==> src/rtl/cnn_layer_accel_layer_eng_arbiter.sv <==
// Round-robin arbiter sharing one layer-engine packet port between requesters,
// with a watchdog that substitutes a timeout completion for a hung engine.
module cnn_layer_accel_layer_eng_arbiter #(
  parameter int C_PACKET_WIDTH   = 66,
  parameter int C_NUM_REQUESTERS = 4,
  parameter int C_TIMEOUT_WIDTH  = 16,
  parameter int C_TIMEOUT_CYCLES = 4096
) (
  input  logic                                         clk,
  input  logic                                         rst,
  input  logic [C_NUM_REQUESTERS-1:0]                  req_valid,
  output logic [C_NUM_REQUESTERS-1:0]                  req_accept,
  input  logic [C_NUM_REQUESTERS*C_PACKET_WIDTH-1:0]   req_data,
  output logic                                         eng_input_valid,
  input  logic                                         eng_input_accept,
  output logic [C_PACKET_WIDTH-1:0]                    eng_input_data,
  input  logic                                         eng_output_valid,
  output logic                                         eng_output_accept,
  input  logic [C_PACKET_WIDTH-1:0]                    eng_output_data,
  output logic [C_NUM_REQUESTERS-1:0]                  rsp_valid,
  input  logic [C_NUM_REQUESTERS-1:0]                  rsp_accept,
  output logic [C_PACKET_WIDTH-1:0]                    rsp_data,
  output logic                                         rsp_timeout,
  output logic                                         busy,
  output logic [((C_NUM_REQUESTERS > 1) ? $clog2(C_NUM_REQUESTERS) : 1)-1:0] grant_idx
);

  localparam int IDXW = (C_NUM_REQUESTERS > 1) ? $clog2(C_NUM_REQUESTERS) : 1;
  localparam logic [IDXW-1:0] LAST_IDX = IDXW'(C_NUM_REQUESTERS - 1);
  localparam logic [C_TIMEOUT_WIDTH-1:0] TMO_LAST = C_TIMEOUT_WIDTH'(C_TIMEOUT_CYCLES - 1);

  localparam logic [1:0] ST_IDLE            = 2'd0;
  localparam logic [1:0] ST_FORWARD         = 2'd1;
  localparam logic [1:0] ST_WAIT_COMPLETION = 2'd2;
  localparam logic [1:0] ST_RETURN          = 2'd3;

  logic [1:0]                 state_q, state_d;
  logic [IDXW-1:0]            rr_ptr_q, rr_ptr_d;
  logic [IDXW-1:0]            grant_q, grant_d;
  logic [C_TIMEOUT_WIDTH-1:0] timer_q, timer_d;
  logic [C_PACKET_WIDTH-1:0]  pkt_q, pkt_d;
  logic [C_PACKET_WIDTH-1:0]  rsp_q, rsp_d;
  logic                       tmo_q, tmo_d;

  logic [IDXW-1:0] win_lo, win_hi, win;
  logic            found_lo, found_hi, found;

  // Lowest valid index at/after rr_ptr wins; otherwise wrap to the lowest valid index.
  always_comb begin
    win_lo   = '0;
    win_hi   = '0;
    found_lo = 1'b0;
    found_hi = 1'b0;
    for (int unsigned i = C_NUM_REQUESTERS; i > 0; i--) begin
      if (req_valid[i-1]) begin
        win_lo   = IDXW'(i - 1);
        found_lo = 1'b1;
        if ((i - 1) >= 32'(rr_ptr_q)) begin
          win_hi   = IDXW'(i - 1);
          found_hi = 1'b1;
        end
      end
    end
    found = found_lo;
    win   = found_hi ? win_hi : win_lo;
  end

  always_comb begin
    state_d           = state_q;
    rr_ptr_d          = rr_ptr_q;
    grant_d           = grant_q;
    timer_d           = timer_q;
    pkt_d             = pkt_q;
    rsp_d             = rsp_q;
    tmo_d             = tmo_q;
    req_accept        = '0;
    eng_input_valid   = 1'b0;
    eng_output_accept = 1'b0;
    rsp_valid         = '0;

    unique case (state_q)
      ST_IDLE: begin
        if (found && !rst) begin
          req_accept[win] = 1'b1;
          pkt_d           = req_data[win*C_PACKET_WIDTH +: C_PACKET_WIDTH];
          grant_d         = win;
          state_d         = ST_FORWARD;
        end
      end
      ST_FORWARD: begin
        eng_input_valid = 1'b1;
        if (eng_input_accept) begin
          timer_d = '0;
          state_d = ST_WAIT_COMPLETION;
        end
      end
      ST_WAIT_COMPLETION: begin
        eng_output_accept = 1'b1;
        timer_d = (timer_q == '1) ? timer_q : timer_q + C_TIMEOUT_WIDTH'(1);
        // A real completion takes priority over a watchdog expiry on the same cycle.
        if (eng_output_valid) begin
          rsp_d   = eng_output_data;
          tmo_d   = 1'b0;
          state_d = ST_RETURN;
        end else if (C_TIMEOUT_CYCLES != 0 && timer_q == TMO_LAST) begin
          rsp_d   = '1;
          tmo_d   = 1'b1;
          state_d = ST_RETURN;
        end
      end
      ST_RETURN: begin
        rsp_valid[grant_q] = 1'b1;
        if (rsp_accept[grant_q]) begin
          rr_ptr_d = (grant_q == LAST_IDX) ? '0 : grant_q + IDXW'(1);
          state_d  = ST_IDLE;
        end
      end
      default: state_d = ST_IDLE;
    endcase
  end

  always_ff @(posedge clk) begin
    if (rst) begin
      state_q  <= ST_IDLE;
      rr_ptr_q <= '0;
      grant_q  <= '0;
      timer_q  <= '0;
      pkt_q    <= '0;
      rsp_q    <= '0;
      tmo_q    <= 1'b0;
    end else begin
      state_q  <= state_d;
      rr_ptr_q <= rr_ptr_d;
      grant_q  <= grant_d;
      timer_q  <= timer_d;
      pkt_q    <= pkt_d;
      rsp_q    <= rsp_d;
      tmo_q    <= tmo_d;
    end
  end

  assign eng_input_data = pkt_q;
  assign rsp_data       = rsp_q;
  assign rsp_timeout    = tmo_q;
  assign busy           = (state_q != ST_IDLE);
  assign grant_idx      = grant_q;

endmodule

==> config.mk <==
export PLATFORM = sky130hd
export DESIGN_NAME = cnn_layer_accel_layer_eng_arbiter
export DESIGN_NICKNAME = d
export VERILOG_FILES = /design/src/rtl/cnn_layer_accel_layer_eng_arbiter.sv
export SDC_FILE = /design/constraint.sdc
export NUM_CORES = 1
export LEC_CHECK = 0
export BUFFER_PORTS_ARGS = -buffer_cell sky130_fd_sc_hd__buf_2
export CORE_AREA = 2 2 187 189
export DETAILED_ROUTE_END_ITERATION = 7
export DIE_AREA = 0 0 189 191
export PLACE_DENSITY = 0.5
export SYNTH_ARGS = -nofsm -noshare
export SYNTH_HDL_FRONTEND = slang
export SYNTH_SLANG_ARGS = --single-unit
==> constraint.sdc <==
create_clock -name clk -period 4.17 [get_ports clk]
set_input_delay 0.2085 -clock clk [delete_from_list [all_inputs] [get_ports clk]]
set_output_delay 0.2085 -clock clk [all_outputs]
set_load 0.05 [all_outputs]
==> insert_results.sql <==
INSERT INTO impl_metrics (metric_group, metric, value, unit) VALUES
('cts', 'clk_pin_slew', '70', 'ps'),
('setup_path', 'timing.critical_path.slowest_cell_delay', '780', 'ps'),
('sta', 'hold_viol_final', '0', ''),
('logic_synthesis', 'synth_common_cells', '155 x dfxtp_1, 78 x mux2i_1, 59 x and3_1', ''),
('sta', 'worst-slew-pin-transition', '1210', 'ps'),
('logic_synthesis', 'seq_area_frac_synth', '0.413', ''),
('flow_run', 'drv_cap', '0', ''),
('global_route', 'overflow', '0', ''),
('cts', 'hold_buffers', '9', ''),
('sta', 'drv_slew', '0', ''),
('placed_design', 'io_buffer_count', '487', ''),
('global_route', 'globalRouteTotalUtil', '0.164', ''),
('layout', 'multi_input_area', '4050', 'µm²'),
('power_and_ir_drop', 'leakage_power_total', '5.40', 'nW'),
('logic_synthesis', 'syn_avg_cell_area', '9.77', 'µm²'),
('sta', 'total_neg_setup_slack', '0', 'ps'),
('cts', 'cts_setup_buffers', '0', ''),
('cts', 'clock-sinks', '155', ''),
('layout', 'syn_to_final_growth', '46.0', '%'),
('cts', 'cts_tree', 'yes', ''),
('layout', 'layout-drive-gt1-share', '0.470', ''),
('setup_path', 'cp.buffers_inverters', '1', ''),
('sta', 'min_period', '3310', 'ps'),
('setup_path', 'slowest_stage', 'nand2_2', ''),
('setup_path', 'critical_path_required', '3960', 'ps'),
('floorplan', 'die-width', '189', 'µm'),
('sta', 'maxSlewHeadroom', '0.191', ''),
('cts', 'cts_max_level', '4', ''),
('sta', 'setup_viol', '0', ''),
('detailed_routing', 'drt-total-wl', '31100', 'µm'),
('logic_synthesis', 'synth_cell_types', '47', ''),
('logic_synthesis', 'yosys_register_bits', '155', ''),
('detailed_routing', 'drt.antenna.violating_nets', '0', ''),
('detailed_routing', 'via_per_inst', '4.85', ''),
('setup_path', 'critPathLaunchType', 'register', ''),
('detailed_routing', 'routed-via-count', '8190', ''),
('detailed_routing', 'drtPass1Iterations', '5', ''),
('setup_path', 'cp_max_fo', '60', ''),
('placed_design', 'placement.cell_area', '10300', 'µm²'),
('logic_synthesis', 'synth_top_cell_by_area', 'dfxtp_1', ''),
('floorplan', 'fp.dieH', '191', 'µm'),
('logic_synthesis', 'post_synth_instance_area', '7520', 'µm²'),
('floorplan', 'io_pins', '488', ''),
('cts', 'worst_skew_pair.late_latency', '440', 'ps'),
('logic_synthesis', 'syn-instance-count', '770', ''),
('logic_synthesis', 'yosysWarningCount', '0', ''),
('logic_synthesis', 'cell_with_the_most_instances_after_synthesis', 'dfxtp_1', ''),
('outcome', 'outcome', 'finished, final reports clean', ''),
('global_route', 'global_route_wire_length_before_repair', '45900', 'µm'),
('worst_hold_path', 'hp-class', 'input pin to register', ''),
('detailed_routing', 'routedWlPerCell', '18.4', 'µm'),
('floorplan', 'design.core.area', '34100', 'µm²'),
('setup_path', 'timing.critical_path.cells', 'nor2b_1, or4b_4, nand2_2, nor3_1, buf_2', ''),
('setup_path', 'critical_path_s_top_delay_family', 'simple AND/OR/NAND/NOR gates', ''),
('layout', 'seqCellArea', '3100', 'µm²'),
('setup_path', 'worst-endpoint-arrival', '3110', 'ps'),
('layout', 'fillerInstances', '3637', ''),
('floorplan', 'die-area', '36100', 'µm²'),
('cts', 'ctsLongestPathBuffers', '2', ''),
('power_and_ir_drop', 'power.ir.vdd_worst', '300', 'µV'),
('global_route', 'first_global_vias', '8017', ''),
('sta', 'rsz_0062_raised_after_global_routing', 'no', ''),
('logic_synthesis', 'netlist_top_cells_area', 'dfxtp_1 41%, mux2i_1 10%, a211oi_1 5.8%', ''),
('floorplan', 'placement_rows', '68', ''),
('setup_path', 'end_kind', 'output pin', ''),
('sta', 'finClkSkew', '8.50', 'ps'),
('placed_design', 'place_congestion', '0.837', ''),
('logic_synthesis', 'net_count_synth', '1121', ''),
('power_and_ir_drop', 'powerDensity', '572', 'nW/µm²'),
('logic_synthesis', 'ys_dominant_reg_cell', 'dfxtp_1', ''),
('global_route', 'largest_net_degree_at_the_start_of_global_routing', '68', '');
[layout make-up]
cell class / count / area share
timing repair buffer: 512 / 0.241
tap: 455 / 0.0518
antenna: 1 / 0.000228
sequential: 155 / 0.283
clock inverter: 13 / 0.0120
multi-input combinational: 525 / 0.369
clock buffer: 18 / 0.0400
inverter: 10 / 0.00353
[state kept, by name, summed over array words and instances (netlist names)]
name / flops
eng_input_data: 66
rsp_timeout: 1
rsp_data: 66
grant_idx: 2
rr_ptr_q: 2
timer_q: 16
state_q: 2
[per-stage QoR]
stage / setup slack [ps] / hold slack [ps] / instances / power [mW] / utilization
floorplan: 1380 / 382 / 770 / 3.95 / -
global placement: 1160 / 432 / 1648 / 4.77 / 0.302
detailed placement: 1050 / 440 / 1648 / 4.78 / 0.302
CTS: 790 / 0.272 / 1688 / 6.37 / 0.322
global route: 548 / 2.28 / 1689 / 6.60 / 0.322
finish: 855 / 33.8 / 1689 / 6.28 / 0.322
[logic make-up after synthesis]
logic type | count (synthesis) | share of synthesized area
buffers and inverters | 90 | 0.0524
adder cells (fa/ha/maj) | 9 | 0.0150
XOR/XNOR | 11 | 0.0128
AND/OR/NAND/NOR | 206 | 0.143
multiplexers | 80 | 0.108
flip-flops | 155 | 0.413
AO/OA/AOI/OAI | 219 | 0.256
[layer usage]
metal | GRT usage | wire, µm | vias up
met5 | 0 | 0 | -
met4 | 0.0604 | 785 | 0
met3 | 0.0494 | 2240 | 35
met2 | 0.274 | 15100 | 336
met1 | 0.199 | 13000 | 3899
li1 | - | - | 3920
[placed cells by master (no fill, tap or decap), drive strengths merged, types with 2 or more instances in the layout]
cell type	n
buf	503
dfxtp	155
mux2i	78
o221a	66
and3	59
a211oi	58
nand2	43
nand3	41
o221ai	38
o31ai	29
nor2	23
clkbuf	18
inv	15
nor3	9
ha	9
dlygate4sd3	9
a21oi	8
xor2	7
o21ai	6
nor2b	5
nand4	5
o211ai	5
and2	5
clkinv	5
nor4	4
or3	4
xnor2	4
or4	3
nand2b	2
o211a	2
clkinvlp	2
a21boi	2
[report_power, final]
part	internal [mW]	leakage (nW)	switching (mW)
clock network	0.849	0.276	0.705
logic	0.754	3.86	1.99
registers	1.81	1.27	0.183
total	3.41	5.40	2.87
[worst paths after layout]
check	from	endpoint	slack, ps	cells after the start
max	rr_ptr_q[0]$_SDFFE_PP0P_	req_accept[0]	860	5
max reg2reg	rr_ptr_q[0]$_SDFFE_PP0P_	eng_input_data[21]$_SDFFE_PP0P_	1030	6
min	eng_output_data[24]	rsp_data[24]$_SDFFE_PP0P_	30	2
min reg2reg	eng_input_data[38]$_SDFFE_PP0P_	eng_input_data[38]$_SDFFE_PP0P_	450	2
No activity file was read; power rests on OpenSTA's default activity.
